### src/rtl/proj_seq_ctrl_pkg.sv
// Shared types and widths for the projection sequencer and related projection blocks.
// No logic; no latency or backpressure of its own.
// Consumers import this with proj_seq_ctrl_pkg::*.
package proj_seq_ctrl_pkg;

  localparam int ADDR_W = 12;
  localparam int FCNT_W = 4;

  typedef enum logic [2:0] {
    S_IDLE,
    S_CLEAR,
    S_WAIT_VS,
    S_ACCUM,
    S_SCAN,
    S_PUBLISH
  } seq_state_t;

endpackage

### src/rtl/proj_seq_ctrl_vs_edge_det.sv
// Frame sync edge detector: compares vs with its registered copy.
// Latency: rise/fall are valid in the cycle vs first differs from its copy, so the consumer acts one edge later.
// No backpressure; edges are single-cycle strobes.
module vs_edge_det (
  input  logic pixelclk,
  input  logic reset,
  input  logic vs,
  output logic rise,
  output logic fall
);

  logic vs_q;

  always_ff @(posedge pixelclk) begin
    if (reset) begin
      vs_q <= 1'b0;
    end else begin
      vs_q <= vs;
    end
  end

  assign rise = vs & ~vs_q;
  assign fall = ~vs & vs_q;

endmodule

### src/rtl/proj_seq_ctrl.sv
// Projection RAM sequencer: clear, accumulate per frame, scan, and publish every FRAME_DIV frames; PROJ_SEQ_OVERRUN_CNT_EN adds an overrun counter.
// Latency: ACCUM writes are combinational pass-through; scan data is marked one cycle after each read address.
// No backpressure: frame starts arriving outside WAIT_VS are dropped and flagged as overruns.
module proj_seq_ctrl
  import proj_seq_ctrl_pkg::*;
#(
  parameter int IMG_WIDTH_LINE = 1920,
  parameter int FRAME_DIV      = 4
) (
  input  logic              pixelclk,
  input  logic              reset,
  input  logic              i_en,
  input  logic              i_vs,
  input  logic              i_wr_req,
  input  logic [ADDR_W-1:0] i_wr_addr,
  output logic              ram_we,
  output logic [ADDR_W-1:0] ram_waddr,
  output logic              ram_di,
  output logic [ADDR_W-1:0] ram_raddr,
  output logic              scan_valid,
  output logic [ADDR_W-1:0] scan_addr,
  output logic              scan_first,
  output logic              scan_last,
  output logic              result_stb,
  output logic              busy,
  output logic              overrun,
  output logic [7:0]        overrun_cnt
);

  localparam logic [ADDR_W-1:0] LAST_ADDR  = ADDR_W'(IMG_WIDTH_LINE - 1);
  localparam logic [ADDR_W-1:0] END_ADDR   = ADDR_W'(IMG_WIDTH_LINE);
  localparam logic [FCNT_W-1:0] LAST_FRAME = FCNT_W'(FRAME_DIV - 1);

  seq_state_t        state, state_nxt;
  logic [ADDR_W-1:0] addr_cnt, addr_cnt_nxt;
  logic [FCNT_W-1:0] frame_cnt, frame_cnt_nxt;
  logic              vld_q;
  logic [ADDR_W-1:0] addr_q;
  logic              overrun_q;
  logic              rise, fall;
  logic              we_c, di_c, issue_c, stb_c, missed_c, ovr_clr_c;
  logic [ADDR_W-1:0] waddr_c, raddr_c;
  logic [7:0]        ovr_cnt_q;

  vs_edge_det u_vs_edge_det (
    .pixelclk (pixelclk),
    .reset    (reset),
    .vs       (i_vs),
    .rise     (rise),
    .fall     (fall)
  );

  always_comb begin
    state_nxt     = state;
    addr_cnt_nxt  = addr_cnt;
    frame_cnt_nxt = frame_cnt;
    we_c          = 1'b0;
    waddr_c       = '0;
    di_c          = 1'b0;
    raddr_c       = '0;
    issue_c       = 1'b0;
    stb_c         = 1'b0;
    missed_c      = 1'b0;
    ovr_clr_c     = 1'b0;
    case (state)
      S_IDLE: begin
        frame_cnt_nxt = '0;
        addr_cnt_nxt  = '0;
        if (i_en) begin
          state_nxt = S_CLEAR;
          ovr_clr_c = 1'b1;
        end
      end
      S_CLEAR: begin
        we_c     = 1'b1;
        waddr_c  = addr_cnt;
        missed_c = rise;
        if (addr_cnt == LAST_ADDR) begin
          addr_cnt_nxt = '0;
          state_nxt    = i_en ? S_WAIT_VS : S_IDLE;
        end else begin
          addr_cnt_nxt = addr_cnt + ADDR_W'(1);
        end
      end
      S_WAIT_VS: begin
        if (!i_en) state_nxt = S_IDLE;
        else if (rise) state_nxt = S_ACCUM;
      end
      S_ACCUM: begin
        if (i_wr_req && ({20'd0, i_wr_addr} < 32'(IMG_WIDTH_LINE))) begin
          we_c    = 1'b1;
          waddr_c = i_wr_addr;
          di_c    = 1'b1;
        end
        if (!i_en) state_nxt = S_IDLE;
        else if (fall) state_nxt = S_SCAN;
      end
      S_SCAN: begin
        missed_c = rise;
        if (addr_cnt != END_ADDR) begin
          issue_c      = 1'b1;
          raddr_c      = addr_cnt;
          addr_cnt_nxt = addr_cnt + ADDR_W'(1);
        end
        // Leave only once the final read's data has been presented.
        if (vld_q && (addr_q == LAST_ADDR)) begin
          addr_cnt_nxt = '0;
          if (!i_en) begin
            state_nxt = S_IDLE;
          end else if (frame_cnt == LAST_FRAME) begin
            frame_cnt_nxt = '0;
            state_nxt     = S_PUBLISH;
          end else begin
            frame_cnt_nxt = frame_cnt + FCNT_W'(1);
            state_nxt     = S_CLEAR;
          end
        end
      end
      S_PUBLISH: begin
        stb_c     = 1'b1;
        missed_c  = rise;
        state_nxt = S_CLEAR;
      end
      default: state_nxt = S_IDLE;
    endcase
  end

  always_ff @(posedge pixelclk) begin
    if (reset) begin
      state     <= S_IDLE;
      addr_cnt  <= '0;
      frame_cnt <= '0;
      vld_q     <= 1'b0;
      addr_q    <= '0;
      overrun_q <= 1'b0;
    end else begin
      state     <= state_nxt;
      addr_cnt  <= addr_cnt_nxt;
      frame_cnt <= frame_cnt_nxt;
      vld_q     <= issue_c;
      addr_q    <= issue_c ? addr_cnt : '0;
      if (ovr_clr_c) overrun_q <= 1'b0;
      else if (missed_c) overrun_q <= 1'b1;
    end
  end

`ifdef PROJ_SEQ_OVERRUN_CNT_EN
  always_ff @(posedge pixelclk) begin
    if (reset || ovr_clr_c) begin
      ovr_cnt_q <= '0;
    end else if (missed_c && (ovr_cnt_q != 8'hFF)) begin
      ovr_cnt_q <= ovr_cnt_q + 8'd1;
    end
  end
`else
  assign ovr_cnt_q = '0;
`endif

  // Outputs are forced low while reset is held so nothing leaks before the first edge.
  assign ram_we      = we_c & ~reset;
  assign ram_waddr   = reset ? '0 : waddr_c;
  assign ram_di      = di_c & ~reset;
  assign ram_raddr   = reset ? '0 : raddr_c;
  assign scan_valid  = vld_q & ~reset;
  assign scan_addr   = reset ? '0 : addr_q;
  assign scan_first  = vld_q & ~reset & (addr_q == '0);
  assign scan_last   = vld_q & ~reset & (addr_q == LAST_ADDR);
  assign result_stb  = stb_c & ~reset;
  assign busy        = (state != S_IDLE) & ~reset;
  assign overrun     = overrun_q & ~reset;
  assign overrun_cnt = reset ? '0 : ovr_cnt_q;

endmodule

### config.mk
export PLATFORM = sky130hd
export DESIGN_NAME = proj_seq_ctrl
export DESIGN_NICKNAME = d
export VERILOG_FILES = /design/src/rtl/proj_seq_ctrl_pkg.sv /design/src/rtl/proj_seq_ctrl_vs_edge_det.sv /design/src/rtl/proj_seq_ctrl.sv
export SDC_FILE = /design/constraint.sdc
export NUM_CORES = 1
export LEC_CHECK = 0
export BUFFER_PORTS_ARGS = -buffer_cell sky130_fd_sc_hd__buf_2
export CAP_MARGIN = 20
export CORE_MARGIN = 3
export CORE_UTILIZATION = 51
export DETAILED_ROUTE_END_ITERATION = 8
export PLACE_DENSITY = 0.82
export SLEW_MARGIN = 0
export SYNTH_ARGS = -nofsm -noshare
export SYNTH_HDL_FRONTEND = slang
export SYNTH_SLANG_ARGS = --single-unit
### constraint.sdc
create_clock -name pixelclk -period 2.7 [get_ports pixelclk]
set_clock_uncertainty 0.15 [all_clocks]
set_input_delay 0.135 -clock pixelclk [delete_from_list [all_inputs] [get_ports pixelclk]]
set_output_delay 0.135 -clock pixelclk [all_outputs]
set_load 0.1 [all_outputs]
==> impl_metrics.py, run 1 <==
metrics = {
    "outcome": {
        "status": "finished clean",
    },
    "clocking": {
        "cts_made_buffers": 5,
        "cts.sinks": 34,
        "clkTransAtPathRegs_ns": 0.07,
        "clock_latency_ns": 0.29,
        "ctsHoldBuffers": 1,
        "cts_max_level": 2,
        "cts_tree": "yes",
        "ctsResizeCount": 0,
        "clockRootBuffer": "clkbuf_8",
        "cts_setup_buffers": 0,
        "cts_buffer_depth": 2,
    },
    "drt": {
        "drcViolationCount": 0,
        "via_per_inst": 5.872,
        "routedWlPerCell_um": 15.77,
        "wirelength_mm": 5.786,
        "vias": 2155,
        "antenna_left": 0,
        "drt_iter0_drc": 145,
        "drt_first_pass_iters": 5,
    },
    "setup_path": {
        "setup.worst_path.start_class": "flip-flop",
        "critPathBufInv": 2,
        "required_ns": 2.41,
        "path_max_fanout": 24,
        "critPathMostFrequentCell": "nor2_1",
        "cp_slowest_cell": "dfxtp_1",
        "arrival_ns": 2.21,
        "cp_cell_sequence": "nor2_1, nand2_1, nor2_1, buf_4, and3_1, buf_12",
        "crit_type": "flip-flop to primary output",
        "max_stage_delay_ns": 0.47,
        "cp_top_family": "simple AND/OR/NAND/NOR gates",
        "end_kind": "primary output",
    },
    "logic_synthesis": {
        "synth_area_leader_cell": "dfxtp_1",
        "yosys-top-cells-count": "34 x dfxtp_1, 30 x nor2_1, 16 x nor2b_1",
        "yosysTopAreaCellShare_pct": 31.78,
        "ys_seq_elements": 34,
        "synthFlopType": "dfxtp_1",
        "ys_types": 63,
        "syn_avg_cell_area_um2": 8.145,
        "yosysWarnings": 0,
        "synthTopCellsByArea": "dfxtp_1 32%, nor2_1 5.3%, nor2b_1 4.7%",
        "synth_edf_count": 0,
        "yosysSeqAreaShare_pct": 31.78,
        "syn_area_um2": 2142,
        "synthCells": 263,
        "postSynth.asyncResetShare_pct": 0,
        "synth.most_common_cell": "dfxtp_1",
    },
    "sta": {
        "relSlewSlack_pct": 61.65,
        "fmax_mhz": 401.0,
        "whs_ns": 0.04010,
        "tightest_slew_ns": 0.5753,
        "finalHoldViolCount": 0,
        "setup_violations": 0,
        "finalMaxSlewViolations": 0,
        "timing.final.crit_share_pct": 92.35,
        "tns_ns": 0,
        "grt_setup_unrepaired": "false",
        "post-route-min-period_ns": 2.494,
    },
    "die": {
        "initial_core_util_pct": 55.58,
        "dieArea_um2": 5014,
        "die_x_um": 70.81,
        "pin_count": 69,
        "num_rows": 22,
        "fp.dieH_um": 70.81,
        "core_area_um2": 3854,
    },
    "global_route": {
        "grt_pass1_wl_mm": 9.466,
        "grt_overflow": 0,
        "grt_pass1_vias": 1941,
        "track_usage_pct": 23.31,
        "antenna_found_initial": 0,
        "grt_max_degree": 36,
    },
    "finish": {
        "drive_gt1_share_pct": 30.09,
        "fin_cells": 367,
        "nets": 338,
        "area_delta_synth_final_pct": 37.68,
        "num_antenna_cells": 0,
    },
    "min_path": {
        "min_path_type": "primary input to flip-flop",
    },
    "placed_design": {
        "dp_cells": 358,
        "gp_congestion": 0.8864,
        "port_buffers": 60,
        "post-dp-hpwl_mm": 4.380,
    },
    "pwr": {
        "cellLeakagePower_uw": 0.001172,
        "ir_drop_v": 0.0004510,
        "power.density_nw_per_um2": 484.8,
    },
    "job": {
        "maxCapViolCount": 0,
    },
}
## stage by stage
step | util [%] | area [um^2] | power, uW | setup slack [ns]
floorplan | - | 2206 | 946.0 | -0.03910
global placement | 73.90 | 2848 | 1029 | 0.4583
detailed placement | 73.90 | 2848 | 1042 | 0.3917
CTS | 76.53 | 2949 | 1430 | 0.2426
global route | 76.53 | 2949 | 1485 | 0.07208
finish | 76.53 | 2949 | 1430 | 0.2065
## worst paths after layout
check / startpoint / to / slack, ns / cells after the start
worst min-delay path: i_en / frame_cnt[2]$_SDFFE_PP0P_ / 0.04 / 3
worst max register to register: addr_cnt[0]$_SDFFE_PP0P_ / state[0]$_SDFFE_PP0P_ / 0.35 / 6
worst min register to register: frame_cnt[2]$_SDFFE_PP0P_ / frame_cnt[2]$_SDFFE_PP0P_ / 0.36 / 2
worst max-delay path: state[1]$_SDFFE_PP0P_ / ram_raddr[8] / 0.21 / 6
## final cells by class
type,count,area (um^2)
clock inverter,1,5.005
inverter,8,30.03
tap,48,60.06
sequential,34,680.7
clock buffer,7,86.33
fill,287,904.6
timing repair buffer,66,723.2
multi-input combinational,203,1364
## layer usage
metal / part of all wire (%) / track usage, %
met5: 0 / 0
met4: 2.5 / 9.186
met3: 6.8 / 6.108
met2: 49 / 38.62
met1: 41 / 28.81
## power breakdown
part / switching, uW / internal (uW) / total (uW)
clock: 182 / 206 / 388
combinational: 319 / 145 / 463
sequential: 57.7 / 521 / 578
total: 559 / 871 / 1430
## sequential cells by signal, indices dropped and copies added (netlist names)
name                cells
vld_q                   1
addr_cnt               12
overrun_q               1
u_vs_edge_det.vs_q      1
frame_cnt               4
addr_q                 12
state                   3
## kinds of logic after synthesis
group | after synthesis | synth area share [%]
AND/OR/NAND/NOR | 128 | 36.62
AO/OA/AOI/OAI | 55 | 18.40
flip-flops | 34 | 31.78
buffers and inverters | 33 | 7.535
XOR/XNOR | 8 | 3.271
adder cells (fa/ha/maj) | 4 | 2.220
other | 1 | 0.1751
## worst reg2reg max path: stages, from the launching register on
cell,delay (ns)
dfxtp_1,0.52
ha_1,0.27
nand4_2,0.21
o41ai_2,0.49
o21a_2,0.27
a31oi_1,0.10
a311oi_1,0.26
## placed cells by master, fill, tap and decap left out, types with 6 or more instances in the layout
cell / count
nor2b_1: 15
dfxtp_1: 34
buf_12: 25
a21oi_1: 8
nand2_1: 8
conb_1: 8
clkbuf_8: 6
a22oi_1: 11
nor2_2: 10
inv_1: 8
nand4_1: 6
nor2_1: 20
buf_2: 35
and2_1: 14
and3_1: 13
Power figures use the tool's default switching activity.
==> inputs of run 2 (changes only) <==
--- a/config.mk
+++ b/config.mk
@@ -10,6 +10,8 @@
 export CORE_MARGIN = 3
 export CORE_UTILIZATION = 51
 export DETAILED_ROUTE_END_ITERATION = 8
+export GPL_ROUTABILITY_DRIVEN = 1
+export HOLD_SLACK_MARGIN = 0.15
 export PLACE_DENSITY = 0.82
 export SLEW_MARGIN = 0
 export SYNTH_ARGS = -nofsm -noshare
==> constraint.sdc (replaced) <==
create_clock -name pixelclk -period 2.4 [get_ports pixelclk]
set_clock_uncertainty 0.15 [all_clocks]
set_input_delay 0.12 -clock pixelclk [delete_from_list [all_inputs] [get_ports pixelclk]]
set_output_delay 0.12 -clock pixelclk [all_outputs]
set_load 0.1 [all_outputs]
==> run 2 against run 1 <==
Register-to-register slack worse by 0.06 ns. Non-clock buffer count up 9. Setup slack worse by 0.053 ns. Global-route usage up 2.5 points. Routed wire length up 7.9%.
==> impl_metrics.py, run 2 (synthesized netlist as in run 1, its figures left out) <==
metrics = {
    "min_path": {
        "min_from": "reset",
        "hold_path_end": "u_vs_edge_det.vs_q$_SDFF_PP0_",
        "whs_path_depth": 2,
        "min_path_type": "primary input to flip-flop",
    },
    "finish": {
        "layout.filler_cells": 252,
        "fin_area_um2": 3054,
        "area_delta_synth_final_pct": 42.58,
        "nets": 347,
        "fin_cells": 376,
        "final_cell_mix": "34 x dfxtp_1, 34 x buf_2, 26 x buf_12, 18 x nor2_1",
        "reg_top3": "addr_cnt: 12 flops, addr_q: 12 flops, frame_cnt: 4 flops",
        "drive_gt1_share_pct": 33.84,
        "num_antenna_cells": 0,
    },
    "sta": {
        "tns_ns": 0,
        "grt_setup_unrepaired": "false",
        "timing.final.crit_share_pct": 93.59,
        "relSlewSlack_pct": 60.38,
        "fmax_mhz": 445.2,
        "setup_violations": 0,
        "tightest_slew_ns": 0.5944,
        "finalHoldViolCount": 0,
        "finalMaxSlewViolations": 0,
        "post-route-min-period_ns": 2.246,
    },
    "clocking": {
        "clockRootBuffer": "clkbuf_8",
        "cts_buffer_depth": 2,
        "cts_max_level": 2,
        "cts_tree": "yes",
        "cts.sinks": 34,
        "clock_latency_ns": 0.29,
        "clkTransAtPathRegs_ns": 0.06,
        "cts_made_buffers": 5,
    },
    "setup_path": {
        "setup.worst_path.start_class": "flip-flop",
        "r2r_start": "addr_cnt[0]$_SDFFE_PP0P_",
        "path_max_fanout": 12,
        "cp_top_family": "simple AND/OR/NAND/NOR gates",
        "arrival_ns": 1.98,
        "cp_cell_sequence": "nand3_1, nor4b_2, buf_4, a22oi_1, nor2_2, buf_12",
        "critPathBufInv": 2,
        "reg2reg_depth": 6,
        "timing.rr.end": "state[0]$_SDFFE_PP0P_",
        "r2r_slack_ns": 0.29,
        "cp_slowest_cell": "dfxtp_1",
        "end_kind": "primary output",
        "max_stage_delay_ns": 0.54,
        "required_ns": 2.13,
        "crit_type": "flip-flop to primary output",
    },
    "placed_design": {
        "place_area_um2": 2932,
        "port_buffers": 60,
        "post-dp-hpwl_mm": 4.558,
        "gp_congestion": 0.9265,
        "dp_cells": 366,
    },
    "pwr": {
        "pwr-share-seq_pct": 38.2,
        "p_int_uw": 1019,
        "power.density_nw_per_um2": 540.7,
        "p_sw_uw": 632.4,
        "fin_total_pwr_uw": 1651,
        "sw_frac_of_total_pct": 38.30,
        "p_clk_share_pct": 26.0,
        "ir_drop_v": 0.0003415,
        "combPwrFrac_pct": 35.8,
        "cellLeakagePower_uw": 0.001224,
    },
    "drt": {
        "drt_iter0_drc": 179,
        "highest_layer": "met4",
        "antenna_left": 0,
        "met1_length_mm": 2.451,
        "dr_wl_met2_mm": 3.093,
        "drcViolationCount": 0,
        "vias": 2217,
        "via_per_inst": 5.896,
        "wl_met3_um": 546,
        "routedWlPerCell_um": 16.61,
        "wirelength_mm": 6.244,
        "drt_first_pass_iters": 4,
    },
    "global_route": {
        "grt_pass1_wl_mm": 10.33,
        "antenna_found_initial": 0,
        "grt_pass1_vias": 2147,
        "track_usage_pct": 25.79,
        "grt_overflow": 0,
        "grt_max_degree": 36,
    },
    "die": {
        "fp.dieH_um": 70.81,
        "dieArea_um2": 5014,
        "num_rows": 22,
        "core_area_um2": 3854,
        "pin_count": 69,
        "initial_core_util_pct": 55.58,
        "die_x_um": 70.81,
    },
    "outcome": {
        "status": "finished clean",
    },
    "job": {
        "maxCapViolCount": 0,
    },
}
==> run 2: repair_timing <==
action	CTS	global route
buffers inserted	0	0
setup endpoints to repair	0	7
hold buffers	2	0
endpoints found under the hold margin	4	0
gates resized for setup	0	3
==> run 2: metrics by stage <==
stage | util, % | worst slack, ns | hold WS (ns)
floorplan | - | -0.2870 | 0.1061
global placement | 76.07 | 0.3715 | 0.2107
detailed placement | 76.07 | 0.3277 | 0.2259
CTS | 78.96 | 0.1010 | 0.1672
global route | 79.25 | 0.06013 | 0.2232
finish | 79.25 | 0.1539 | 0.1746
==> run 2: per-layer routing <==
layer	vias up	track usage [%]
met5	-	0
met4	0	9.603
met3	19	8.523
met2	119	43.05
met1	1020	30.78
li1	1059	-
==> run 2: worst reg2reg max path, stage by stage (launching register included) <==
cell and delay [ns]:
dfxtp_1 0.46, ha_1 0.25, nand4_2 0.18, o41ai_2 0.42, o21a_2 0.25, a31oi_1 0.08
a311oi_1 0.23
==> run 2: final cells by class <==
type / count / area (um^2) / area share (%)
multi-input combinational: 203 / 1384 / 45.31
timing repair buffer: 75 / 808.3 / 26.46
sequential: 34 / 680.7 / 22.29
clock buffer: 7 / 86.33 / 2.827
tap: 48 / 60.06 / 1.966
inverter: 8 / 30.03 / 0.9832
clock inverter: 1 / 5.005 / 0.1639
==> run 2: worst max-delay path by stage <==
stage                             start               endpoint  cells past startpoint
2_1_floorplan     state[0]$_SDFFE_PP0P_             result_stb                      3
3_3_place_gp   addr_cnt[0]$_SDFFE_PP0P_  state[0]$_SDFFE_PP0P_                      6
3_5_place_dp   addr_cnt[0]$_SDFFE_PP0P_  state[0]$_SDFFE_PP0P_                      6
4_1_cts        addr_cnt[0]$_SDFFE_PP0P_          ram_raddr[10]                      6
5_1_grt           state[0]$_SDFFE_PP0P_           ram_waddr[2]                      6
6_report          state[0]$_SDFFE_PP0P_           ram_waddr[5]                      6
==> run 2: power groups by stage <==
stage	Combinational, uW	Clock (uW)	Sequential [uW]
4_1_cts	581	433	628
3_3_place_gp	558	0	638
2_1_floorplan	453	0	614
5_1_grt	634	457	634
6_report	591	430	630
3_5_place_dp	569	0	640
==> inputs of run 3 (changes only) <==
--- a/config.mk
+++ b/config.mk
@@ -13,6 +13,7 @@
 export GPL_ROUTABILITY_DRIVEN = 1
 export HOLD_SLACK_MARGIN = 0.15
 export PLACE_DENSITY = 0.82
+export REMOVE_ABC_BUFFERS = 1
 export SLEW_MARGIN = 0
 export SYNTH_ARGS = -nofsm -noshare
 export SYNTH_HDL_FRONTEND = slang
==> run 3 against run 2 <==
Clock power down 8.1%. Register-to-register slack worse by 0.12 ns. First-iteration DRC count increased by 10%. Non-clock buffer count rose by 1. Final cell count unchanged. Sequential power is 0.8% higher. Sequential share of layout area grew 0.45 points. Setup slack worse by 0.032 ns.
==> impl_metrics.py, run 3 (synthesized netlist as in run 1, its figures left out) <==
metrics = {
    "sta": {
        "setup_ws_ns": 0.1220,
        "post-route-min-period_ns": 2.278,
        "timing.final.crit_share_pct": 94.92,
        "fmax_mhz": 439.0,
        "grt_setup_unrepaired": "false",
        "tns_ns": 0,
        "tightest_slew_ns": 0.5468,
        "setup_violations": 0,
        "finalMaxSlewViolations": 0,
        "relSlewSlack_pct": 63.27,
        "finalHoldViolCount": 0,
    },
    "clocking": {
        "clockRootBuffer": "clkbuf_8",
        "clock_latency_ns": 0.29,
        "clkTransAtPathRegs_ns": 0.06,
        "cts_buffer_depth": 2,
        "cts_tree": "yes",
        "cts_made_buffers": 5,
        "cts_max_level": 2,
        "cts.sinks": 34,
    },
    "die": {
        "die_x_um": 70.81,
        "num_rows": 22,
        "dieArea_um2": 5014,
        "fp.dieH_um": 70.81,
        "initial_core_util_pct": 55.58,
        "core_area_um2": 3854,
        "pin_count": 69,
    },
    "placed_design": {
        "gp_congestion": 0.9150,
        "dp_cells": 365,
        "post-dp-hpwl_mm": 4.613,
        "port_buffers": 60,
        "place_area_um2": 2878,
        "dp_slack_ns": 0.2760,
    },
    "finish": {
        "layout_commonest_cell": "buf_2",
        "fin_area_um2": 3005,
        "nets": 348,
        "reg_top3": "addr_cnt: 12 flops, addr_q: 12 flops, frame_cnt: 4 flops",
        "fin_cells": 376,
        "final_cell_mix": "34 x buf_2, 32 x dfxtp_1, 30 x nor2_1, 26 x buf_12, 16 x nor2b_1",
        "drive_gt1_share_pct": 29.27,
        "area_delta_synth_final_pct": 40.30,
        "num_antenna_cells": 0,
    },
    "setup_path": {
        "crit_start": "state[1]$_SDFFE_PP0P_",
        "required_ns": 2.13,
        "reg2reg_depth": 5,
        "timing.rr.end": "addr_cnt[9]$_SDFFE_PP0P_",
        "r2r_start": "addr_cnt[0]$_SDFFE_PP0P_",
        "arrival_ns": 2.01,
        "setup.worst_path.start_class": "flip-flop",
        "crit_type": "flip-flop to primary output",
        "path_max_fanout": 11,
        "end_kind": "primary output",
        "crit_end": "ram_waddr[10]",
        "r2r_slack_ns": 0.17,
    },
    "global_route": {
        "grt_pass1_vias": 2195,
        "grt_pass1_wl_mm": 10.58,
        "track_usage_pct": 26.48,
        "grt_max_degree": 26,
        "grt_overflow": 0,
        "antenna_found_initial": 0,
    },
    "drt": {
        "drcViolationCount": 0,
        "routedWlPerCell_um": 17.19,
        "wirelength_mm": 6.462,
        "vias": 2261,
        "via_per_inst": 6.013,
        "antenna_left": 0,
        "drt_iter0_drc": 197,
        "drt_first_pass_iters": 7,
    },
    "job": {
        "maxCapViolCount": 0,
    },
    "pwr": {
        "ir_drop_v": 0.0004820,
        "p_int_uw": 967.4,
        "power.density_nw_per_um2": 533.1,
        "pwr-share-seq_pct": 39.7,
        "combPwrFrac_pct": 35.7,
        "fin_total_pwr_uw": 1602,
        "p_clk_share_pct": 24.7,
        "p_sw_uw": 634.6,
        "cellLeakagePower_uw": 0.001223,
        "sw_frac_of_total_pct": 39.61,
    },
    "outcome": {
        "status": "finished clean",
    },
    "min_path": {
        "whs_path_depth": 3,
        "min_path_type": "primary input to flip-flop",
    },
}
run 3: changes by cell type in the layout (fill, tap and decap cells not counted), sizes merged:
cell    before  now
buf         73   74
clkbuf       7    5
clkinv       1    2
run 3: metrics by stage:
| stage | hold WS (ns) | util [%] |
|---|---|---|
| floorplan | 0.03907 | - |
| global placement | 0.2087 | 74.68 |
| detailed placement | 0.2220 | 74.68 |
| CTS | 0.2376 | 77.53 |
| global route | 0.2999 | 77.99 |
| finish | 0.2430 | 77.99 |
run 3: power by group through the flow:
| stage | Sequential, uW | Combinational [uW] | Clock, uW |
|---|---|---|---|
| floorplan | 642 | 370 | 0 |
| global placement | 638 | 532 | 0 |
| detailed placement | 639 | 548 | 0 |
| CTS | 627 | 557 | 398 |
| global route | 640 | 608 | 426 |
| finish | 635 | 572 | 395 |
run 3: critical path, stage by stage, from the launching register on:
cell and delay (ns):
dfxtp_2 0.45, nand3_1 0.18, nor4b_2 0.28, buf_4 0.24, a22oi_1 0.11, nor2_1 0.23
buf_12 0.22
run 3: how the worst min path moves through the flow:
stage | startpoint | to | slack [ns]
after floorplan | reset | frame_cnt[2]$_SDFFE_PP0P_ | 0.04
after global placement | i_vs | u_vs_edge_det.vs_q$_SDFF_PP0_ | 0.21
after detailed placement | i_vs | u_vs_edge_det.vs_q$_SDFF_PP0_ | 0.22
after CTS | reset | u_vs_edge_det.vs_q$_SDFF_PP0_ | 0.24
after global routing | reset | state[1]$_SDFFE_PP0P_ | 0.30
final | reset | u_vs_edge_det.vs_q$_SDFF_PP0_ | 0.24
run 3: timing repair:
action,in CTS,in global routing
setup buffers,0,2
endpoints found under the setup margin,6,17
gates cloned,0,0
hold buffers,2,0
resized for setup,2,2
pin swaps,0,1
endpoints found under the hold margin,4,0
run 3: area by class of cell:
type / count / area (um^2)
Multi-Input combinational cell: 203 / 1338
Sequential cell: 34 / 683.2
Inverter: 8 / 30.03
Clock inverter: 2 / 10.01
Clock buffer: 5 / 68.82
Tap cell: 48 / 60.06
Timing Repair Buffer: 76 / 815.8
Fill cell: 247 / 848.3
run 3: layer usage:
layer	vias to the layer above	wire length [um]	part of all wire, %	global-route usage [%]
met5	-	0	0	0
met4	0	241	3.7	13.15
met3	31	525	8.1	6.534
met2	123	3120	48	43.46
met1	1037	2574	40	32.20
li1	1070	-	-	-
